File: src/rtl/program_sequencer_pkg.sv
// Shared types and constants for the program launch sequencer.
// Holds the FSM state encoding, the program selector codes and the launch priority encoder.
package program_seq_pkg;

    typedef enum logic [2:0] {
        IDLE    = 3'd0,
        LOAD    = 3'd1,
        RUN     = 3'd2,
        DONE    = 3'd3,
        TIMEOUT = 3'd4
    } seq_state_e;

    localparam logic [2:0] SEL_NONE = 3'd0;
    localparam logic [2:0] SEL_FIB  = 3'd1;
    localparam logic [2:0] SEL_SORT = 3'd2;
    localparam logic [2:0] SEL_SAVE = 3'd3;
    localparam logic [2:0] SEL_LOAD = 3'd4;

    // edges = {load, save, sort, fib}; lowest bit wins when several rise together
    function automatic logic [2:0] launch_code(input logic [3:0] edges);
        logic [2:0] code;
        if (edges[0]) begin
            code = SEL_FIB;
        end else if (edges[1]) begin
            code = SEL_SORT;
        end else if (edges[2]) begin
            code = SEL_SAVE;
        end else if (edges[3]) begin
            code = SEL_LOAD;
        end else begin
            code = SEL_NONE;
        end
        return code;
    endfunction

endpackage

File: src/rtl/program_sequencer_halt_detect.sv
// Detects the branch-to-self halt idiom: the pc has stayed put for HALT_CYCLES samples.
// Owns the registered pc copy and the saturating stable counter.
module halt_detect #(
    parameter int PC_W        = 32,
    parameter int HALT_CYCLES = 8
) (
    input  logic            clock,
    input  logic            reset,
    input  logic            clr,
    input  logic [PC_W-1:0] pc,
    output logic            halted
);

    localparam int              CNT_W   = $clog2(HALT_CYCLES);
    localparam logic [CNT_W-1:0] CNT_MAX = CNT_W'(HALT_CYCLES - 1);

    logic [PC_W-1:0]  pc_q_r;
    logic [CNT_W-1:0] stable_cnt_r;
    logic             same_s;

    assign same_s = (pc == pc_q_r);

    // pc history and count of consecutive unchanged samples
    always_ff @(posedge clock or negedge reset) begin
        if (!reset) begin
            pc_q_r       <= {PC_W{1'b0}};
            stable_cnt_r <= {CNT_W{1'b0}};
        end else begin
            pc_q_r <= pc;
            if (clr) begin
                stable_cnt_r <= {CNT_W{1'b0}};
            end else if (!same_s) begin
                stable_cnt_r <= {CNT_W{1'b0}};
            end else if (stable_cnt_r != CNT_MAX) begin
                stable_cnt_r <= stable_cnt_r + CNT_W'(1);
            end else begin
                stable_cnt_r <= stable_cnt_r;
            end
        end
    end

    assign halted = !clr && same_s && (stable_cnt_r == CNT_MAX);

endmodule

File: src/rtl/program_sequencer.sv
// Launch controller between the debounced buttons and the RISC core: hold-in-reset load window,
// halt detection, result capture and runaway timeout. Optional: PROGRAM_SEQUENCER_CYCLE_COUNT_EN.
module program_sequencer
    import program_seq_pkg::*;
#(
    parameter int SEL_W          = 32,
    parameter int PC_W           = 32,
    parameter int HOLD_CYCLES    = 4,
    parameter int HALT_CYCLES    = 8,
    parameter int TIMEOUT_CYCLES = 1_000_000
) (
    input  logic             clock,
    input  logic             reset,
    input  logic             fib_req,
    input  logic             sort_req,
    input  logic             save_req,
    input  logic             load_req,
    input  logic [PC_W-1:0]  pc,
    input  logic [31:0]      reg_data,
    output logic             cpu_reset,
    output logic [SEL_W-1:0] program_selector,
    output logic             busy,
    output logic             done,
    output logic             timeout,
    output logic [31:0]      result
`ifdef PROGRAM_SEQUENCER_CYCLE_COUNT_EN
    ,
    output logic [31:0]      cycle_count
`endif
);

    localparam int HOLD_W = $clog2(HOLD_CYCLES);
    localparam int RUN_W  = $clog2(TIMEOUT_CYCLES);

    seq_state_e        state_r;
    seq_state_e        state_nxt_s;
    logic [3:0]        req_s;
    logic [3:0]        req_q_r;
    logic [3:0]        edge_s;
    logic              armed_r;
    logic              launch_ok_s;
    logic              load_entry_s;
    logic [2:0]        code_r;
    logic [2:0]        code_nxt_s;
    logic [HOLD_W-1:0] hold_cnt_r;
    logic [RUN_W-1:0]  run_cnt_r;
    logic              hold_last_s;
    logic              run_last_s;
    logic              halted_s;

    logic              cpu_reset_r;
    logic [SEL_W-1:0]  sel_r;
    logic              busy_r;
    logic              done_r;
    logic              timeout_r;
    logic [31:0]       result_r;
    logic              cpu_reset_nxt_s;
    logic [SEL_W-1:0]  sel_nxt_s;
    logic              busy_nxt_s;
    logic              done_nxt_s;
    logic              timeout_nxt_s;
    logic [31:0]       result_nxt_s;

    // armed_r masks the first cycle after reset so a button held through reset cannot launch
    assign req_s        = {load_req, save_req, sort_req, fib_req};
    assign edge_s       = armed_r ? (req_s & ~req_q_r) : 4'b0000;
    assign launch_ok_s  = ((state_r == IDLE) || (state_r == DONE) || (state_r == TIMEOUT)) &&
                          (edge_s != 4'b0000);
    assign hold_last_s  = (hold_cnt_r == HOLD_W'(HOLD_CYCLES - 1));
    assign run_last_s   = (run_cnt_r == RUN_W'(TIMEOUT_CYCLES - 1));
    assign load_entry_s = (state_nxt_s == LOAD) && (state_r != LOAD);

    halt_detect #(
        .PC_W        (PC_W),
        .HALT_CYCLES (HALT_CYCLES)
    ) u_halt_detect (
        .clock  (clock),
        .reset  (reset),
        .clr    (state_r != RUN),
        .pc     (pc),
        .halted (halted_s)
    );

    // Next-state logic; halt beats timeout when both fire together
    always_comb begin
        state_nxt_s = state_r;
        code_nxt_s  = code_r;
        case (state_r)
            IDLE, DONE, TIMEOUT: begin
                if (launch_ok_s) begin
                    state_nxt_s = LOAD;
                    code_nxt_s  = launch_code(edge_s);
                end else begin
                    state_nxt_s = state_r;
                end
            end
            LOAD: begin
                if (hold_last_s) begin
                    state_nxt_s = RUN;
                end else begin
                    state_nxt_s = LOAD;
                end
            end
            RUN: begin
                if (halted_s) begin
                    state_nxt_s = DONE;
                end else if (run_last_s) begin
                    state_nxt_s = TIMEOUT;
                end else begin
                    state_nxt_s = RUN;
                end
            end
            default: begin
                state_nxt_s = IDLE;
            end
        endcase
    end

    // Output values for the state being entered, so outputs are registered yet aligned with state
    always_comb begin
        cpu_reset_nxt_s = 1'b1;
        sel_nxt_s       = {SEL_W{1'b0}};
        busy_nxt_s      = 1'b0;
        done_nxt_s      = 1'b0;
        timeout_nxt_s   = 1'b0;
        case (state_nxt_s)
            IDLE: begin
                cpu_reset_nxt_s = 1'b1;
            end
            LOAD: begin
                sel_nxt_s  = SEL_W'(code_nxt_s);
                busy_nxt_s = 1'b1;
            end
            RUN: begin
                cpu_reset_nxt_s = 1'b0;
                busy_nxt_s      = 1'b1;
            end
            DONE: begin
                cpu_reset_nxt_s = 1'b0;
                done_nxt_s      = 1'b1;
            end
            TIMEOUT: begin
                timeout_nxt_s = 1'b1;
            end
            default: begin
                cpu_reset_nxt_s = 1'b1;
            end
        endcase
    end

    // Result: cleared on launch and on timeout, captured from the core on halt
    always_comb begin
        if (load_entry_s) begin
            result_nxt_s = 32'd0;
        end else if ((state_r == RUN) && (state_nxt_s == DONE)) begin
            result_nxt_s = reg_data;
        end else if (state_nxt_s == TIMEOUT) begin
            result_nxt_s = 32'd0;
        end else begin
            result_nxt_s = result_r;
        end
    end

    // State, edge history and registered outputs
    always_ff @(posedge clock or negedge reset) begin
        if (!reset) begin
            state_r     <= IDLE;
            req_q_r     <= 4'b0000;
            armed_r     <= 1'b0;
            code_r      <= SEL_NONE;
            cpu_reset_r <= 1'b1;
            sel_r       <= {SEL_W{1'b0}};
            busy_r      <= 1'b0;
            done_r      <= 1'b0;
            timeout_r   <= 1'b0;
            result_r    <= 32'd0;
        end else begin
            state_r     <= state_nxt_s;
            req_q_r     <= req_s;
            armed_r     <= 1'b1;
            code_r      <= code_nxt_s;
            cpu_reset_r <= cpu_reset_nxt_s;
            sel_r       <= sel_nxt_s;
            busy_r      <= busy_nxt_s;
            done_r      <= done_nxt_s;
            timeout_r   <= timeout_nxt_s;
            result_r    <= result_nxt_s;
        end
    end

    // Load window and run-length counters; both idle at zero outside their state
    always_ff @(posedge clock or negedge reset) begin
        if (!reset) begin
            hold_cnt_r <= {HOLD_W{1'b0}};
            run_cnt_r  <= {RUN_W{1'b0}};
        end else begin
            if (state_r == LOAD) begin
                hold_cnt_r <= hold_cnt_r + HOLD_W'(1);
            end else begin
                hold_cnt_r <= {HOLD_W{1'b0}};
            end
            if ((state_r == RUN) && !run_last_s) begin
                run_cnt_r <= run_cnt_r + RUN_W'(1);
            end else if (state_r == RUN) begin
                run_cnt_r <= run_cnt_r;
            end else begin
                run_cnt_r <= {RUN_W{1'b0}};
            end
        end
    end

    assign cpu_reset        = cpu_reset_r;
    assign program_selector = sel_r;
    assign busy             = busy_r;
    assign done             = done_r;
    assign timeout          = timeout_r;
    assign result           = result_r;

`ifdef PROGRAM_SEQUENCER_CYCLE_COUNT_EN
    logic [31:0] cycle_cnt_r;

    // RUN-length counter, frozen once the program leaves RUN
    always_ff @(posedge clock or negedge reset) begin
        if (!reset) begin
            cycle_cnt_r <= 32'd0;
        end else if (load_entry_s) begin
            cycle_cnt_r <= 32'd0;
        end else if ((state_r == RUN) && (cycle_cnt_r != 32'hFFFF_FFFF)) begin
            cycle_cnt_r <= cycle_cnt_r + 32'd1;
        end else begin
            cycle_cnt_r <= cycle_cnt_r;
        end
    end

    assign cycle_count = cycle_cnt_r;
`endif

endmodule

File: config.mk
export PLATFORM = sky130hd
export DESIGN_NAME = program_sequencer
export DESIGN_NICKNAME = d
export VERILOG_FILES = /design/src/rtl/program_sequencer_pkg.sv /design/src/rtl/program_sequencer_halt_detect.sv /design/src/rtl/program_sequencer.sv
export SDC_FILE = /design/constraint.sdc
export NUM_CORES = 1
export LEC_CHECK = 0
export ABC_CLOCK_PERIOD_IN_PS = 3200
export BUFFER_PORTS_ARGS = -buffer_cell sky130_fd_sc_hd__buf_2
export CAP_MARGIN = 20
export CORE_MARGIN = 2
export CORE_UTILIZATION = 50
export CTS_BUF_LIST = sky130_fd_sc_hd__clkbuf_2
export DETAILED_ROUTE_END_ITERATION = 8
export GPL_TIMING_DRIVEN = 0
export PLACE_DENSITY_LB_ADDON = 0.08
export SYNTH_ARGS = -nofsm -noshare
export SYNTH_HDL_FRONTEND = slang
export SYNTH_SLANG_ARGS = --single-unit
File: constraint.sdc
create_clock -name clock -period 3.2 [get_ports clock]
set_clock_uncertainty 0.2 [all_clocks]
set_input_delay 0.64 -clock clock [delete_from_list [all_inputs] [get_ports clock]]
set_output_delay 0.64 -clock clock [all_outputs]
set_load 0.02 [all_outputs]
* After elaboration in Yosys (flattened, before gate mapping)
Cells that the tools add are included. W data, S select, Z words.
Storage, ports and cells: output and inout port bits 68, logic and storage cells 78, register bits 136, input port bits 70
Operators by class: multiplexer cells 26, equal/unequal tests 17, reductions and logical operators 16, bitwise operators 2, $add $sub $neg 3
Operators by type and width (count):
- $mux W32 | 3
- $mux W20 | 2
- $mux W3 | 13
- $eq A32 B32 Y1 | 1
- $add A20 B1 Y20 const B | 1
- $eq A20 B20 Y1 const B | 1
- $eq A3 B2 Y1 const B | 4
- $eq A3 B3 Y1 const B | 3
- $pmux W3 S3 | 1
- $eq A3 B1 Y1 const B | 2
- $logic_and A1 B1 Y1 | 6
- $ne A3 B2 Y1 const B | 2
- $and A4 B4 Y4 | 1
- $mux W1 | 4
- $mux W2 | 2
- $mux W4 | 1
- $not A4 Y4 | 1
- $reduce_bool A4 Y1 | 1
- $reduce_or A2 Y1 | 2
- $add A3 B1 Y3 const B | 1
- $logic_not A3 Y1 | 1
- $ne A3 B1 Y1 const B | 1
- $ne A3 B3 Y1 const B | 1
- $reduce_bool A3 Y1 | 1
- 6 further kinds | 8

* Depth between registers and ports, before layout
Gate-level depths: netlist of run 1.
depth in word-level cells 11, depth in mapped cells 8, gate-level depth less buffers 6

* Cells and area by module
From an unflattened synthesis of run 1, not the netlist that was laid out.
Unflattened totals: cells, all modules 443, area, all modules 4828.4 um^2
Modules (own cells, without submodules):
- program_sequencer | area each 3519.6 um^2, cells an instance 355, times used 1, seq. area each 1803.0 um^2
- halt_detect | area each 1308.8 um^2, cells an instance 88, times used 1, seq. area each 875.8 um^2

* Worst setup path before layout of run 1
OpenSTA, ideal clock, no wires.
kind input -> register, start point in pc[23], end point reg result_r[27] (netlist: result[27]), path buffers 1, arrival time 2.071 ns, path slack 0.804 ns, stages 6, data required time 2.875 ns, setup time 0.125 ns, cells stage by stage xnor2_1 nand4_1 nor4_2 nand4_4 buf_4 mux2_4
Between the ends: word-level cells in the longest chain between the ends 9, elaborated cells on any way between the ends 13, classes of those cells eq/ne (4); mux (4); reduce/logical (5)
Ends and longest elaborated chain:
- start: declaration | RTL line program_sequencer.sv:18 | input logic [PC_W-1:0] pc,
- $eq A32 B32 Y1 * | RTL line program_sequencer_halt_detect.sv:21 | assign same_s = (pc == pc_q_r);
- $logic_and A1 B1 Y1 * (2 in series) | RTL line program_sequencer_halt_detect.sv:42 | assign halted = !clr && same_s && (stable_cnt_r == CNT_MAX);
- $mux W3 * | RTL line program_sequencer.sv:105 | if (halted_s) begin
- $pmux W3 S3 * | RTL line program_sequencer.sv:88 | case (state_r)
- $eq A3 B2 Y1 | RTL line program_sequencer.sv:155 | end else if ((state_r == RUN) && (state_nxt_s == DONE)) begin
- $logic_and A1 B1 Y1 | RTL line program_sequencer.sv:155
- $mux W32 | RTL line program_sequencer.sv:155
- $mux W32 | RTL line program_sequencer.sv:153 | if (load_entry_s) begin
- end signal: assignment | RTL line program_sequencer.sv:187 | result_r <= result_nxt_s;
- end: declaration | RTL line program_sequencer.sv:56 | logic [31:0] result_r;
Every way passes the cells marked *; elsewhere a longest branch is shown, timed or not. A chain may end at the register's enable or synchronous reset.

* Worst setup path in the final report of run 1
start point in pc[0], end point reg result_r[29] (netlist: result[29])
The elaborated chain is that of the path after synthesis.

==> flow_summary.ini, run 1 <==
[worst_setup_path]
end_kind = flop
r2r_cells = 7
cp_cell_sequence = dlygate4sd3_1 > buf_2 > xnor2_1 > nand4_1 > nor4_2 > nand4_4 > buf_4 > mux2_4
r2r_end = result[29]$_DFFE_PN0P_
rrSetupSlack_ns = 0.73
critPathKind = in -> reg
crit-reg2reg-launch = state_r[2]$_DFF_PN0_
crit_fanout = 10
slowest_stage = dlygate4sd3_1
crit_arrival_ns = 3.02
slowest_delay_ns = 0.53
startpoint_type = input port
cp.required_ns = 3.52

[route]
vias = 4034
viasPerCell = 5.11
dr.pass1.iters = 7
wl_mm = 11.7
drtIter0Drc = 127
ant_nets = 0
wire_per_inst_um = 14.8
drc = 0

[floorplan]
dieWidth_um = 107
start_util_pct = 51.2
rows = 37
die_h_um = 107
dieArea_um2 = 11400
core_um2 = 10300
ioPinCount = 138

[placed_design]
dp_hpwl_mm = 8.07
io_buffers = 108
gp_congestion = 0.812

[logic_synthesis]
seq_area_frac_synth_pct = 50.9
synth-seq-cells = 107
yosysUniqueCellTypes = 57
syn-mean-instance-area_um2 = 12.1
yosys-top-cells-count = 106 x dfrtp_1, 35 x xnor2_1, 32 x o311a_1
yosysMostFrequentCell = dfrtp_1
syn_area_um2 = 5270
ys_warn_count = 0
synth_edf_count = 0
synthFlopType = dfrtp_1
synth_area_leaders = dfrtp_1 50%, mux2_4 7.1%, o311a_1 6.1%
synth_top_area_share_pct = 50.4
async_flop_share_pct = 100
netlist_instances = 436
synth_top_cell_by_area = dfrtp_1

[grt]
antenna_found_initial = 0
grt_pass1_vias = 4016
grt_pass1_wl_mm = 19.3
grt_max_degree = 61
grtUsageTotal_pct = 21.3
grt-ovfl-total = 0

[sta]
layout_min_cycle_time_ns = 2.70
finalSetupViolations = 0
worst_pin_slew_ns = 0.782
final_hold_viol_count = 0
fmax_mhz = 370
finalMaxSlewViolations = 0
rsz0062_at_grt = no
finalCritPeriodShare_pct = 84.4
slew_headroom_pct = 47.9
tns_ns = 0

[clocking]
clkTransAtPathRegs_ns = 0.26
cts-root-buf = clkbuf_2
post_cts_resized = 0
cts_buffers = 9
clk_path_buf_depth = 2
clock_latency_ns = 0.62
h-tree-depth = 3
cts_tree = built
clock_sinks = 107

[flow_run]
maxCapViolations = 0

[cells_and_area]
syn2layout_area_growth_pct = 30.7
drive_above_1_share_pct = 32.0
diodes = 0
nNetsFinal = 724

[power]
intPower_mw = 1.95
power_switching_mw = 1.02
p_per_area_nw_per_um2 = 431
p_sw_share_pct = 34.3
p_clk_share_pct = 21.3
cellLeakagePower_nw = 3.39
power_mw = 2.96
power_frac_seq_pct = 50.6
ir_drop_uv = 307
pwr-share-comb_pct = 28.0

[worst_hold_path]
holdCritPathClass = in -> reg
min_to = result[30]$_DFFE_PN0P_
min_from = reg_data[30]
worstHoldPathCells = 2

[status]
run_status = completed
[metal layers]
layer  GRT usage, %  vias to the layer above  wire, um
li1               -                     1951         -
met1           27.3                     1967      5010
met2           35.9                      100      5970
met3           6.08                       16       548
met4           5.01                        0       137
met5              0                        -         0
[repair_timing]
action | 4_1_cts | 5_1_grt
hold endpoints to repair | 118 | 6
hold buffers | 60 | 6
setup buffers | 0 | 0
[registers in the layout, summed over array words and instances (netlist names)]
signal / count
done: 1
hold_cnt_r: 2
armed_r: 1
run_cnt_r: 20
state_r: 3
timeout: 1
code_r: 3
result: 32
program_selector: 3
busy: 1
u_halt_detect.stable_cnt_r: 3
cpu_reset: 1
u_halt_detect.pc_q_r: 32
req_q_r: 4
[final cells by class]
type | instances | area, um^2
buffer | 54 | 352
clock buffer | 10 | 50.0
clock inverter | 5 | 60.1
fill | 833 | 3400
inverter | 2 | 7.51
multi-input combinational | 301 | 2330
sequential | 107 | 2680
tap | 136 | 170
timing repair buffer | 175 | 1230
[logic make-up after synthesis]
family,synth area share (%)
AOI/OAI and AO/OA,11.1
and+or+nand+nor,13.0
DFF,50.9
muxes,9.41
buffers and inverters,6.82
other,0.143
xor gates and xnor gates,7.65
adders and majority gates,0.951
[through the flow]
step	util (%)	std cells	hold WS (ns)	worst slack, ns	instance area (um^2)
after global placement	59.2	708	0.227	0.0746	6080
after global routing	67.0	790	0.00857	0.457	6880
after floorplan	-	464	0.144	0.804	5370
after CTS	66.4	784	0.000808	0.539	6820
after detailed placement	59.5	709	0.237	0.385	6110
final	67.0	790	0.0657	0.500	6880
[power groups by stage]
stage | combinational [mW] | sequential [mW] | clock (mW)
finish | 0.831 | 1.50 | 0.632
global route | 0.913 | 1.51 | 0.706
CTS | 0.825 | 1.50 | 0.655
detailed placement | 0.765 | 1.52 | 0
global placement | 0.746 | 1.52 | 0
floorplan | 0.479 | 1.55 | 0
[placed cells by master (no fill, tap or decap), types with 5 or more instances in the layout]
cell / Yosys / final
buf_2: 5 / 112
dfrtp_1: 106 / 106
dlygate4sd3_1: 0 / 66
xnor2_1: 35 / 35
o311a_1: 32 / 32
buf_4: 30 / 31
conb_1: 2 / 30
nor2_1: 26 / 26
mux2_4: 25 / 25
nand4_1: 17 / 17
clkbuf_1: 15 / 15
nand2_1: 13 / 13
xor2_1: 11 / 11
clkbuf_2: 0 / 10
nand3_1: 9 / 9
and3_1: 8 / 8
mux2_2: 8 / 8
or3_1: 7 / 7
a21oi_1: 6 / 6
nor2b_1: 6 / 6
nor3_1: 5 / 5
[critical path: cells and delay by family]
kind                   cells  cell delay [ns]
buffers and inverters      3             0.94
AND/OR/NAND/NOR            3             0.88
multiplexers               1             0.30
XOR/XNOR                   1             0.25
[how the worst max path moves through the flow]
stage / slack, ns / to / from
floorplan: 0.80 / result[27]$_DFFE_PN0P_ / pc[23]
global placement: 0.07 / result[15]$_DFFE_PN0P_ / reset
detailed placement: 0.39 / result[29]$_DFFE_PN0P_ / pc[12]
CTS: 0.54 / result[29]$_DFFE_PN0P_ / pc[12]
global route: 0.46 / result[30]$_DFFE_PN0P_ / pc[13]
finish: 0.50 / result[29]$_DFFE_PN0P_ / pc[0]
Note: power is estimated with default switching activity, not from simulation.
==> inputs of run 2 (changes only) <==
ABC_AREA = 1   (was unset)
ABC_CLOCK_PERIOD_IN_PS = 2600   (was 3200)
clock period = 2.6 ns   (was 3.2 ns; I/O delays follow)
==> run 2 against run 1 <==
Cell area is 3.9% lower. Largest power group unchanged. Clock power up 33%. Worst hold slack got worse by 0.0090 ns. Die area down 1.4%. Wire length is 10% lower. Critical path type is now reg -> reg.
==> flow_summary.ini, run 2 <==
[placed_design]
gp_congestion = 0.827
io_buffers = 108
placed_area_um2 = 6030
dp_cells = 850
dp_hpwl_mm = 7.54

[logic_synthesis]
synth_top_cell_by_area = dfrtp_1
syn_area_um2 = 5190
syn-mean-instance-area_um2 = 8.99
seq_area_frac_synth_pct = 51.7
synth_area_leaders = dfrtp_1 51%, inv_1 8.5%, nand2_1 6.4%
ys_warn_count = 0
synth_top_area_share_pct = 51.1
synthFlopType = dfrtp_1
yosys-top-cells-count = 118 x inv_1, 106 x dfrtp_1, 89 x nand2_1
synth_edf_count = 0
synth-seq-cells = 107
netlist_instances = 577
yosysUniqueCellTypes = 41
async_flop_share_pct = 100
yosysMostFrequentCell = inv_1

[floorplan]
rows = 37
core_um2 = 10200
ioPinCount = 138
dieArea_um2 = 11200
start_util_pct = 50.9
dieWidth_um = 106
die_h_um = 106

[cells_and_area]
final_common_cell = inv_1
drive_above_1_share_pct = 24.8
final_cell_mix = 118 x inv_1, 107 x buf_2, 106 x dfrtp_1, 89 x nand2_1, 73 x nor2_1
nNetsFinal = 844
syn2layout_area_growth_pct = 27.6
diodes = 0
stdcell_count = 911
design_area_um2 = 6620

[status]
run_status = completed

[power]
ir_drop_uv = 279
cellLeakagePower_nw = 3.60
p_per_area_nw_per_um2 = 432

[sta]
finalSetupViolations = 0
layout_min_cycle_time_ns = 2.23
rsz0062_at_grt = no
finalCritPeriodShare_pct = 85.7
slew_headroom_pct = 60.0
fmax_mhz = 449
finalMaxSlewViolations = 0
worst_pin_slew_ns = 0.601
final_hold_viol_count = 0

[worst_setup_path]
r2r_cells = 7
crit_fanout = 10
cp.required_ns = 2.87
startpoint_type = flop
end_kind = flop
critPathKind = reg -> reg
crit_arrival_ns = 2.50

[route]
drtIter0Drc = 222
vias = 4022
wl_mm = 10.5
drc = 0
dr.pass1.iters = 4
viasPerCell = 4.41
ant_nets = 0
wire_per_inst_um = 11.5

[grt]
grt_pass1_wl_mm = 17.7
antenna_found_initial = 0
grtUsageTotal_pct = 19.7
grt-ovfl-total = 0
grt_max_degree = 63
grt_pass1_vias = 3922

[clocking]
cts_buffers = 9
cts_tree = built
h-tree-depth = 3
cts-root-buf = clkbuf_2
ctsHoldBuffers = 44
clkTransAtPathRegs_ns = 0.26
postCtsSetupBuffers = 0
post_cts_resized = 0
clock_sinks = 107
clock_latency_ns = 0.56
clk_path_buf_depth = 2

[worst_hold_path]
holdCritPathClass = in -> reg
worstHoldPathCells = 4

[flow_run]
maxCapViolations = 0
-- run 2: changes by cell type in the layout (fill, tap and decap cells not counted), sizes merged, moves of 9 or more --
cell         previous run  this run
nand4                  19         7
nand2                  13        94
clkbuf                 25        11
mux2                   33         0
inv                     5       123
xnor2                  35        23
o311a                  32         0
dlygate4sd3            66        45
nor3                    5        14
nor2                   27        76
o21bai                  1        32
-- run 2: layer usage --
metal / vias up / share of wire [%] / GRT usage (%) / wire (um)
li1: 2079 / - / - / -
met1: 1836 / 46 / 24.9 / 4780
met2: 94 / 48 / 33.9 / 5030
met3: 13 / 4.4 / 3.03 / 458
met4: 0 / 1.8 / 7.71 / 191
met5: - / 0 / 0 / 0
-- run 2: area by class of cell --
cell class	instances	area (um^2)
inverters	123	464
fillers	880	3570
well taps	136	170
flip-flops and latches	107	2680
multi-input cells	340	1860
clock buffers	11	55.1
repair buffers	154	1020
clock inverters	5	78.8
plain buffers	35	289
-- run 2: kinds of logic (layout without fill, tap and decap cells) --
logic type	count (synthesis)	count (layout)	share of synthesized area, %
other cells	2	30	0.145
buf+inv	158	328	14.5
xor+xnor	28	28	4.73
simple gates	216	216	19.4
flops	107	107	51.7
compound gates	62	62	8.59
fa+ha+maj	4	4	0.965
-- run 2: worst max-delay path, cell delays in order (launching register included) --
cell and delay, ns:
dfrtp_1 0.51, ha_1 0.26, nand3_2 0.18, nor4_4 0.20, nand4_1 0.31, nand4_4 0.27
buf_6 0.17, o21bai_1 0.07
-- run 2: worst paths after layout --
check / from / endpoint / slack, ns
max: run_cnt_r[0]$_DFFE_PN0P_ / result[31]$_DFFE_PN0P_ / 0.37
min: reg_data[8] / result[8]$_DFFE_PN0P_ / 0.06
max reg2reg: run_cnt_r[0]$_DFFE_PN0P_ / result[31]$_DFFE_PN0P_ / 0.37
min reg2reg: hold_cnt_r[0]$_DFF_PN0_ / hold_cnt_r[0]$_DFF_PN0_ / 0.25
max in group asynchronous: reset / cpu_reset$_DFF_PN1_ / 1.17
min in group asynchronous: reset / result[22]$_DFFE_PN0P_ / 0.26
-- run 2: report_power, final --
| group | switching [mW] | internal [mW] |
|---|---|---|
| registers | 0.0138 | 1.70 |
| clock network | 0.521 | 0.322 |
| logic | 0.151 | 0.156 |
-- run 2: metrics by stage --
step,hold slack [ns],power [mW],util (%),setup slack [ns],setup TNS (ns)
6_report,0.0567,2.86,65.0,0.371,0
5_1_grt,0.00589,3.00,65.0,0.201,0
4_1_cts,0.00170,2.90,64.9,0.325,0
3_5_place_dp,0.223,1.99,59.2,0.315,0
3_3_place_gp,0.219,1.98,58.9,-0.377,-38.96
2_1_floorplan,0.0244,1.88,-,0.662,0
